[config.mk]
export PLATFORM = sky130hd
export DESIGN_NAME = ysyx_22041211_ifu_flat
export DESIGN_NICKNAME = d
export VERILOG_FILES = /design/src/rtl/ysyx_22041211_ifu_if.sv /design/src/rtl/ysyx_22041211_ifu.sv /design/src/flat_wrapper.sv
export SDC_FILE = /design/constraint.sdc
export NUM_CORES = 1
export LEC_CHECK = 0
export ABC_CLOCK_PERIOD_IN_PS = 11000
export BUFFER_PORTS_ARGS = -buffer_cell sky130_fd_sc_hd__buf_2
export CAP_MARGIN = 20
export CORE_UTILIZATION = 32
export CTS_BUF_LIST = sky130_fd_sc_hd__clkbuf_4 sky130_fd_sc_hd__clkbuf_8 sky130_fd_sc_hd__clkbuf_16
export DETAILED_ROUTE_END_ITERATION = 16
export GPL_TIMING_DRIVEN = 0
export PLACE_DENSITY_LB_ADDON = 0.3
export SYNTH_ARGS = -nofsm -noshare
export SYNTH_HDL_FRONTEND = slang
export SYNTH_SLANG_ARGS = --single-unit
[constraint.sdc]
create_clock -name clk -period 11 [get_ports clk]
set_clock_uncertainty 0.2 [all_clocks]
set_input_delay 0.55 -clock clk [delete_from_list [all_inputs] [get_ports clk]]
set_output_delay 0.55 -clock clk [all_outputs]
set_load 0.05 [all_outputs]
[src/rtl/ysyx_22041211_ifu_if.sv]
// Fetch-unit bus bundle: instruction-memory request/response, pipeline redirect
// and the decoded-side instruction handoff.
interface ysyx_22041211_ifu_if #(
  parameter int unsigned ADDR_LEN = 32,
  parameter int unsigned DATA_LEN = 32
);
  logic                imem_req_valid;
  logic                imem_req_ready;
  logic [ADDR_LEN-1:0] imem_req_addr;
  logic                imem_rsp_valid;
  logic [DATA_LEN-1:0] imem_rsp_data;
  logic                redirect_valid;
  logic [ADDR_LEN-1:0] redirect_pc;
  logic                inst_valid;
  logic                inst_ready;
  logic [DATA_LEN-1:0] inst_o;
  logic [ADDR_LEN-1:0] inst_pc_o;

  modport master (
    output imem_req_valid, imem_req_addr, inst_valid, inst_o, inst_pc_o,
    input  imem_req_ready, imem_rsp_valid, imem_rsp_data, redirect_valid, redirect_pc,
           inst_ready
  );

  modport slave (
    input  imem_req_valid, imem_req_addr, inst_valid, inst_o, inst_pc_o,
    output imem_req_ready, imem_rsp_valid, imem_rsp_data, redirect_valid, redirect_pc,
           inst_ready
  );
endinterface

[src/rtl/ysyx_22041211_ifu.sv]
// Instruction fetch unit: single-outstanding fetch FSM feeding a DEPTH-entry prefetch
// queue, with same-cycle flush and in-flight response dropping on redirect.
module ysyx_22041211_ifu #(
  parameter int unsigned       ADDR_LEN = 32,
  parameter int unsigned       DATA_LEN = 32,
  parameter int unsigned       DEPTH    = 4,
  parameter logic [ADDR_LEN-1:0] RESET_PC = ADDR_LEN'(32'h8000_0000)
) (
  input logic                  clk,
  input logic                  rst,
  ysyx_22041211_ifu_if.master  bus
);

  localparam int unsigned PtrW = (DEPTH > 1) ? $clog2(DEPTH) : 1;
  localparam int unsigned CntW = PtrW + 1;

  typedef enum logic [1:0] {StIdle, StReq, StWait, StDrop} state_e;

  state_e              state_q, state_d;
  logic [ADDR_LEN-1:0] fetch_pc_q, fetch_pc_d;
  logic [PtrW-1:0]     rd_ptr_q, wr_ptr_q;
  logic [CntW-1:0]     count_q, count_d;
  logic [ADDR_LEN-1:0] pc_mem_q   [DEPTH];
  logic [DATA_LEN-1:0] data_mem_q [DEPTH];

  logic            redirect;
  logic            push;
  logic            pop;
  logic            outstanding;
  logic [CntW-1:0] occupancy;
  logic            unused_redirect_lsb;

  assign redirect            = bus.redirect_valid;
  assign outstanding         = (state_q == StWait);
  assign occupancy           = count_q + CntW'(outstanding);
  assign unused_redirect_lsb = ^bus.redirect_pc[1:0];

  assign bus.imem_req_addr = fetch_pc_q;
  assign bus.inst_valid    = (count_q != '0) & ~redirect;
  assign bus.inst_o        = data_mem_q[rd_ptr_q];
  assign bus.inst_pc_o     = pc_mem_q[rd_ptr_q];
  assign pop               = bus.inst_valid & bus.inst_ready;

  always_comb begin
    state_d            = state_q;
    fetch_pc_d         = fetch_pc_q;
    push               = 1'b0;
    bus.imem_req_valid = 1'b0;
    unique case (state_q)
      StIdle: begin
        if (!redirect && (occupancy < CntW'(DEPTH))) state_d = StReq;
      end
      StReq: begin
        bus.imem_req_valid = 1'b1;
        // An accepted request must still have its response swallowed.
        if (redirect)                state_d = bus.imem_req_ready ? StDrop : StIdle;
        else if (bus.imem_req_ready) state_d = StWait;
      end
      StWait: begin
        if (redirect) begin
          state_d = bus.imem_rsp_valid ? StIdle : StDrop;
        end else if (bus.imem_rsp_valid) begin
          push       = 1'b1;
          fetch_pc_d = fetch_pc_q + ADDR_LEN'(4);
          state_d    = StIdle;
        end
      end
      StDrop: begin
        if (bus.imem_rsp_valid) state_d = StIdle;
      end
      default: state_d = StIdle;
    endcase
    if (redirect) fetch_pc_d = {bus.redirect_pc[ADDR_LEN-1:2], 2'b00};
  end

  always_comb begin
    count_d = count_q;
    if (redirect) begin
      count_d = '0;
    end else if (push && !pop) begin
      count_d = count_q + CntW'(1);
    end else if (pop && !push) begin
      count_d = count_q - CntW'(1);
    end
  end

  always_ff @(posedge clk or posedge rst) begin
    if (rst) begin
      state_q    <= StIdle;
      fetch_pc_q <= RESET_PC;
      count_q    <= '0;
      rd_ptr_q   <= '0;
      wr_ptr_q   <= '0;
      for (int i = 0; i < int'(DEPTH); i++) begin
        pc_mem_q[i]   <= '0;
        data_mem_q[i] <= '0;
      end
    end else begin
      state_q    <= state_d;
      fetch_pc_q <= fetch_pc_d;
      count_q    <= count_d;
      if (redirect) begin
        rd_ptr_q <= '0;
        wr_ptr_q <= '0;
      end else begin
        if (push) begin
          pc_mem_q[wr_ptr_q]   <= fetch_pc_q;
          data_mem_q[wr_ptr_q] <= bus.imem_rsp_data;
          wr_ptr_q             <= wr_ptr_q + PtrW'(1);
        end
        if (pop) rd_ptr_q <= rd_ptr_q + PtrW'(1);
      end
    end
  end

  // Occupancy gating in StIdle must keep the queue from ever overflowing.
  assert property (@(posedge clk) disable iff (rst) !(push && (count_q == CntW'(DEPTH))));

endmodule

[src/flat_wrapper.sv]
// flat-port wrapper written by rule: the top's interface ports become plain ports
module ysyx_22041211_ifu_flat 
#(
  parameter int unsigned       ADDR_LEN = 32,
  parameter int unsigned       DATA_LEN = 32,
  parameter int unsigned       DEPTH    = 4,
  parameter logic [ADDR_LEN-1:0] RESET_PC = ADDR_LEN'(32'h8000_0000)
)
  (clk, rst, bus_imem_req_valid, bus_imem_req_addr, bus_inst_valid, bus_inst_o, bus_inst_pc_o, bus_imem_req_ready, bus_imem_rsp_valid, bus_imem_rsp_data, bus_redirect_valid, bus_redirect_pc, bus_inst_ready);
  ysyx_22041211_ifu_if #(.ADDR_LEN(ADDR_LEN), .DATA_LEN(DATA_LEN)) bus_i ();
  input logic clk;
  input logic rst;
  output wire logic [$bits(bus_i.imem_req_valid)-1:0] bus_imem_req_valid;
  output wire logic [$bits(bus_i.imem_req_addr)-1:0] bus_imem_req_addr;
  output wire logic [$bits(bus_i.inst_valid)-1:0] bus_inst_valid;
  output wire logic [$bits(bus_i.inst_o)-1:0] bus_inst_o;
  output wire logic [$bits(bus_i.inst_pc_o)-1:0] bus_inst_pc_o;
  input wire logic [$bits(bus_i.imem_req_ready)-1:0] bus_imem_req_ready;
  input wire logic [$bits(bus_i.imem_rsp_valid)-1:0] bus_imem_rsp_valid;
  input wire logic [$bits(bus_i.imem_rsp_data)-1:0] bus_imem_rsp_data;
  input wire logic [$bits(bus_i.redirect_valid)-1:0] bus_redirect_valid;
  input wire logic [$bits(bus_i.redirect_pc)-1:0] bus_redirect_pc;
  input wire logic [$bits(bus_i.inst_ready)-1:0] bus_inst_ready;
  assign bus_imem_req_valid = bus_i.imem_req_valid;
  assign bus_imem_req_addr = bus_i.imem_req_addr;
  assign bus_inst_valid = bus_i.inst_valid;
  assign bus_inst_o = bus_i.inst_o;
  assign bus_inst_pc_o = bus_i.inst_pc_o;
  assign bus_i.imem_req_ready = bus_imem_req_ready;
  assign bus_i.imem_rsp_valid = bus_imem_rsp_valid;
  assign bus_i.imem_rsp_data = bus_imem_rsp_data;
  assign bus_i.redirect_valid = bus_redirect_valid;
  assign bus_i.redirect_pc = bus_redirect_pc;
  assign bus_i.inst_ready = bus_inst_ready;
  ysyx_22041211_ifu #(.ADDR_LEN(ADDR_LEN), .DATA_LEN(DATA_LEN), .DEPTH(DEPTH), .RESET_PC(RESET_PC)) u_core (.clk(clk), .rst(rst), .bus(bus_i));
endmodule
Word level (Yosys, flattened, before mapping)
Index checks and enable logic that the tools add are counted.
{"block": "op_classes", "bitwise": 5, "div_mod_pow": 0, "n_eq_ne": 5, "reduce_logical": 17, "n_mux": 32, "n_addsub": 6, "n_lt_le_gt_ge": 4, "multipliers": 0, "shifts": 0}
{"cell": "bitwise mux 128 bit", "count": 2}
{"cell": "2-to-1 mux 32 bit", "count": 8}
{"cell": "binary-select mux 32 bit (select 2 bit)", "count": 2}
{"cell": "demux 32 bit (select 2 bit)", "count": 1}
{"cell": "adder 32 x 3 -> 32 bit, second input constant", "count": 1}
{"cell": "2-to-1 mux 2 bit", "count": 11}
{"cell": "2-to-1 mux 3 bit", "count": 3}
{"cell": "one-hot mux 2 bit (4 select lines)", "count": 1}
{"cell": "nonzero test 2 bit", "count": 4}
{"cell": ">= comparator 3 bit, second input constant", "count": 2}
{"cell": "inverter 2 -> 3 bit", "count": 2}
{"cell": "AND reduction 2 bit", "count": 3}
{"cell": "nonzero test 3 bit", "count": 2}
{"cell": "adder 2 x 1 -> 2 bit, second input constant", "count": 2}
{"cell": "equality test 2 bit, second input constant", "count": 2}
{"cell": "logical AND 1 bit", "count": 4}
{"cell": "2-to-1 mux 1 bit", "count": 4}
{"cell": "adder 3 x 1 -> 3 bit", "count": 1}
{"cell": "adder 3 x 1 -> 3 bit, second input constant", "count": 1}
{"cell": "logical NOT 1 bit", "count": 3}
{"cell": "< comparator 3 x 1 -> 1 bit, second input constant", "count": 1}
{"cell": "< comparator 3 bit, second input constant", "count": 1}
{"cell": "!= test 3 bit, second input constant", "count": 1}
{"cell": "subtractor 3 x 1 -> 3 bit, second input constant", "count": 1}
{"cell": "other kinds (5)", "count": 6}
{"block": "word_totals", "ramBits": 0, "input_bits": 70, "mem_bits_ro": 0, "latch_bits": 0, "mem_count": 0, "output_inout_bits": 98, "reg_bits": 297, "elab_cells": 82}

Longest topological paths before layout
{"block": "logic_depth", "depth_word": 8, "mapped_depth": 9, "mapped_depth_nobuf": 8}

Least setup slack after synthesis
No wires, ideal clock.
{"block": "synth_path", "path_kind": "input port to flip-flop", "startpoint": "input port bus_redirect_valid", "endpoint": "register u_core.count_q[2]", "n_path_buf": 3, "cell_stages": 9, "arrival_time_ns": 2.444, "required_ns": 10.668, "slack_ns": 8.224, "setup_time_ns": 0.132, "cell_sequence": "clkbuf_1 clkbuf_1 clkbuf_1 nor3_1 fa_1 nor4bb_1 a2111oi_0 a21oi_1 o31ai_1"}
{"block": "synth_via", "elab_chain_len": 7, "word_cells_on_any_way": 12, "cone_classes": "mux: 4; bitwise: 3; reduce/logical: 5"}
{"item": "from (decl)", "line": "flat_wrapper.sv:21", "rtl": "input wire logic [$bits(bus_i.redirect_valid)-1:0] bus_redirect_valid;"}
{"item": "inverter 1 bit (no source line)"}
{"item": "AND 1 bit", "line": "ysyx_22041211_ifu.sv:39", "rtl": "assign bus.inst_valid = (count_q != '0) & ~redirect;"}
{"item": "AND 1 bit", "line": "ysyx_22041211_ifu.sv:42", "rtl": "assign pop = bus.inst_valid & bus.inst_ready;"}
{"item": "logical NOT 1 bit", "line": "ysyx_22041211_ifu.sv:80", "rtl": "end else if (push && !pop) begin"}
{"item": "logical AND 1 bit", "line": "ysyx_22041211_ifu.sv:80"}
{"item": "2-to-1 mux 3 bit", "line": "ysyx_22041211_ifu.sv:80"}
{"item": "2-to-1 mux 3 bit", "line": "ysyx_22041211_ifu.sv:78", "rtl": "if (redirect) begin"}
{"item": "to (signal assigned)", "line": "ysyx_22041211_ifu.sv:101", "rtl": "count_q <= count_d;"}
{"item": "to (decl)", "line": "ysyx_22041211_ifu.sv:22", "rtl": "logic [CntW-1:0] count_q, count_d;"}
Parallel ways exist; a longest one is shown, timed or not.
A chain may end at the register's enable or synchronous reset.

Worst setup path in the final report
{"block": "layout_path", "startpoint": "register u_core.rd_ptr_q[0]", "endpoint": "output port bus_inst_pc_o[18]"}
{"block": "layout_via", "elab_chain_len": 4}
{"item": "from (decl)", "line": "ysyx_22041211_ifu.sv:21", "rtl": "logic [PtrW-1:0] rd_ptr_q, wr_ptr_q;"}
{"item": "from (signal assigned)", "line": "ysyx_22041211_ifu.sv:111", "rtl": "if (pop) rd_ptr_q <= rd_ptr_q + PtrW'(1);"}
{"item": "inverter 2 -> 3 bit (not written as such)", "line": "ysyx_22041211_ifu.sv:41", "rtl": "assign bus.inst_pc_o = pc_mem_q[rd_ptr_q];"}
{"item": "binary-select mux 32 bit (select 2 bit)", "line": "ysyx_22041211_ifu.sv:41"}
{"item": "2-to-1 mux 32 bit (not written as such) (2 in series)", "line": "ysyx_22041211_ifu.sv:41"}
{"item": "to (decl)", "line": "flat_wrapper.sv:17", "rtl": "output wire logic [$bits(bus_i.inst_pc_o)-1:0] bus_inst_pc_o;"}
No other way between the ends. The select of a mux whose other input is x is not followed.

==> results_dict.tcl <==
set metrics [dict create \
    track_usage 0.160 \
    worstPathArrival_ns 3.13 \
    die_area_um2 41300 \
    async_flop_share 1.00 \
    final-seq-area_um2 7180 \
    dr.pass1.iters 4 \
    drc 0 \
    nFillCells 3846 \
    syn-mean-instance-area_um2 14.8 \
    wl_um 32300 \
    antenna_found_initial 2 \
    r2r_slack_ns 8.09 \
    viasPerCell 5.05 \
    fin_crit_sh 0.353 \
    fp.dieW_um 203 \
    synth-xor-area-share 0.00811 \
    clockBufferDepth 3 \
    yosys.area.top_type "dfrtp_1" \
    htreeDepth 2 \
    synth-main-ff-cell "dfrtp_1" \
    status "finished, final reports clean" \
    final_cell_area_um2 15600 \
    synth_top_area_frac 0.552 \
    std_cell_rows 73 \
    hold_start "bus_redirect_pc[20]" \
    fmax_mhz 258 \
    fp.dieH_um 203 \
    vias 8201 \
    numCtsBuffers 34 \
    synth_edf_count 0 \
    reg2reg_to "u_core.pc_mem_q[27]" \
    dpl.hpwl_um 22000 \
    holdPathEnd "u_core.bus.imem_req_addr[20]" \
    multi_input_area_um2 5450 \
    ys_seq_elements 287 \
    period_needed_ns 3.88 \
    grt_pass1_vias 8593 \
    hold_depth 3 \
    power_density_nw_per_um2 258 \
    instances_no_fill 1625 \
    grt_max_degree 114 \
    area_delta_synth_final_pct 20.6 \
    ctsHoldBuffers 1 \
    synth_area_um2 13000 \
    muxShareOfSynthArea 0.327 \
    clock_latency_ns 0.52 \
    grt_pass1_wl_um 51000 \
    syn_inst 875 \
    yosys-top-cells-area "dfrtp_1 55%, mux2_2 22%, mux4_2 11%, clkbuf_1 1.4%, or4_1 0.93%" \
    slew-limit-headroom 0.355 \
    cts_tree "built" \
    final-setup-viol-count 0 \
    synth_simple_gate_area_frac 0.0496 \
    clk_pin_slew_ns 0.06 \
    cts_resized 0 \
    post_cts_buffers 0 \
    drive_gt1_frac 0.498 \
    drt_iter0_drc 370 \
    ir_worst_vdd_uv 150 \
    antenna_cells 0 \
    clkSinkCount 287 \
    p_leak_uw 0.00731 \
    max_slew.worst_pin.slew_ns 0.967 \
    initial_core_util 0.325 \
    r2r_start "u_core.state_q[0]" \
    ant_nets 0 \
    cts-root-buf "clkbuf_16" \
    yosys_warnings 0 \
    place_inst 1567 \
    worstPathMaxFanout 10 \
    required_ns 10.25 \
    pin_count 168 \
    core_um2 39800 \
    synth_top_family_by_area "multiplexers" \
    mostFrequentLayoutCells "286 x dfrtp_1, 249 x mux2_2, 163 x buf_2, 62 x mux4_2, 47 x clkbuf_1" \
    place.gp.congestion 0.764 \
    ff2ff_path_depth 5 \
    worstHoldPathType "in2reg" \
    maxCapViolCount 0 \
    fin_nets 1155 \
    final_common_cell "dfrtp_1" \
    cp-end-kind "primary output" \
    synth-compound-area-share 0.0288 \
    grt.overflow.total 0 \
    rsz0062_at_grt "no" \
    wl_per_cell_um 19.9 \
    holdWs_ns 0.0441 \
    synth_fa_ha_area_frac 0.00637 \
    synth_cell_types 50 \
    critPathKind "reg2out" \
    cp-start-kind "flip-flop" \
    placed_area_um2 14500 \
    portBuffers 161 \
    slew_viol_final 0 \
    hold_viol_final 0 \
    synth-seq-area-share 0.554 \
]
## critical path, cell delays in order (launching register included)
cell and delay (ns):
dfrtp_1 0.32, clkbuf_1 0.63, buf_1 0.79, mux4_2 0.63, buf_2 0.23
## sequential cells by signal (all words and copies together) (netlist names)
register,cells
u_core.data_mem_q,128
u_core.pc_mem_q,120
u_core.bus.imem_req_addr,30
u_core.count_q,3
u_core.rd_ptr_q,2
u_core.state_q,2
u_core.wr_ptr_q,2
## logic make-up after synthesis
logic type      count (synthesis)
fa+ha+maj                       6
mux                           314
simple gates                  118
buf+inv                        81
xor+xnor                       12
other cells                     1
compound gates                 56
flops                         287
## layout make-up
cell class / count / area share
Buffer: 68 / 0.0183
Clock buffer: 56 / 0.0704
Clock inverter: 1 / 0.000320
Inverter: 13 / 0.00360
Multi-Input combinational cell: 510 / 0.349
Sequential cell: 287 / 0.460
Tap cell: 525 / 0.0421
Timing Repair Buffer: 165 / 0.0567
## worst max-delay path by stage
| stage | start | to | depth (start not counted) |
|---|---|---|---|
| after floorplan | rst | u_core.bus.imem_req_addr[10] | 1 |
| after global placement | rst | u_core.pc_mem_q[47] | 2 |
| after detailed placement | bus_redirect_valid | u_core.count_q[2] | 10 |
| after CTS | u_core.rd_ptr_q[0] | bus_inst_pc_o[18] | 4 |
| after global routing | u_core.rd_ptr_q[0] | bus_inst_o[14] | 4 |
| final | u_core.rd_ptr_q[0] | bus_inst_pc_o[18] | 4 |
## power breakdown
part | switching [µW] | total (µW) | internal, µW
clock | 424 | 1100 | 680
combinational | 996 | 1540 | 539
sequential | 117 | 1390 | 1270
total | 1540 | 4030 | 2490
## stage by stage
stage	total power, µW	TNS [ns]	utilization	worst slack (ns)
after global routing	4220	0	0.392	6.83
after detailed placement	2970	0	0.364	7.43
after floorplan	2600	0	-	2.33
after global placement	2940	-329.47	0.362	-1.19
final	4030	0	0.392	7.12
after CTS	4090	0	0.392	6.90
## per-layer routing
metal | GRT usage | part of all wire | vias up
li1 | - | - | 3677
met4 | 0.0427 | 0.018 | 4
met2 | 0.255 | 0.47 | 181
met1 | 0.220 | 0.46 | 4294
met5 | 0 | 0.00068 | -
met3 | 0.0348 | 0.051 | 45
## cells in the mapped netlist, types with 2 or more instances
cell type  instances
nand2_1           31
nor2b_1            2
a221o_1            2
buf_1             10
xnor2_1            8
nor4_1             3
buf_4              4
nor3_1             6
nor2_1            20
or3_1              4
nand3_1           14
and2_1             3
a31oi_1           13
o21ai_0           13
mux2_2           249
inv_1             12
and4_1             3
nand4_1            8
clkbuf_2           4
o31ai_1           12
buf_2              2
clkbuf_1          47
or4_1             16
dfrtp_1          286
a22oi_1            2
mux4_2            62
mux2i_1            3
ha_1               5
o211ai_1           4
a21oi_1            4
xor2_1             4
Power figures use the tool's default switching activity.
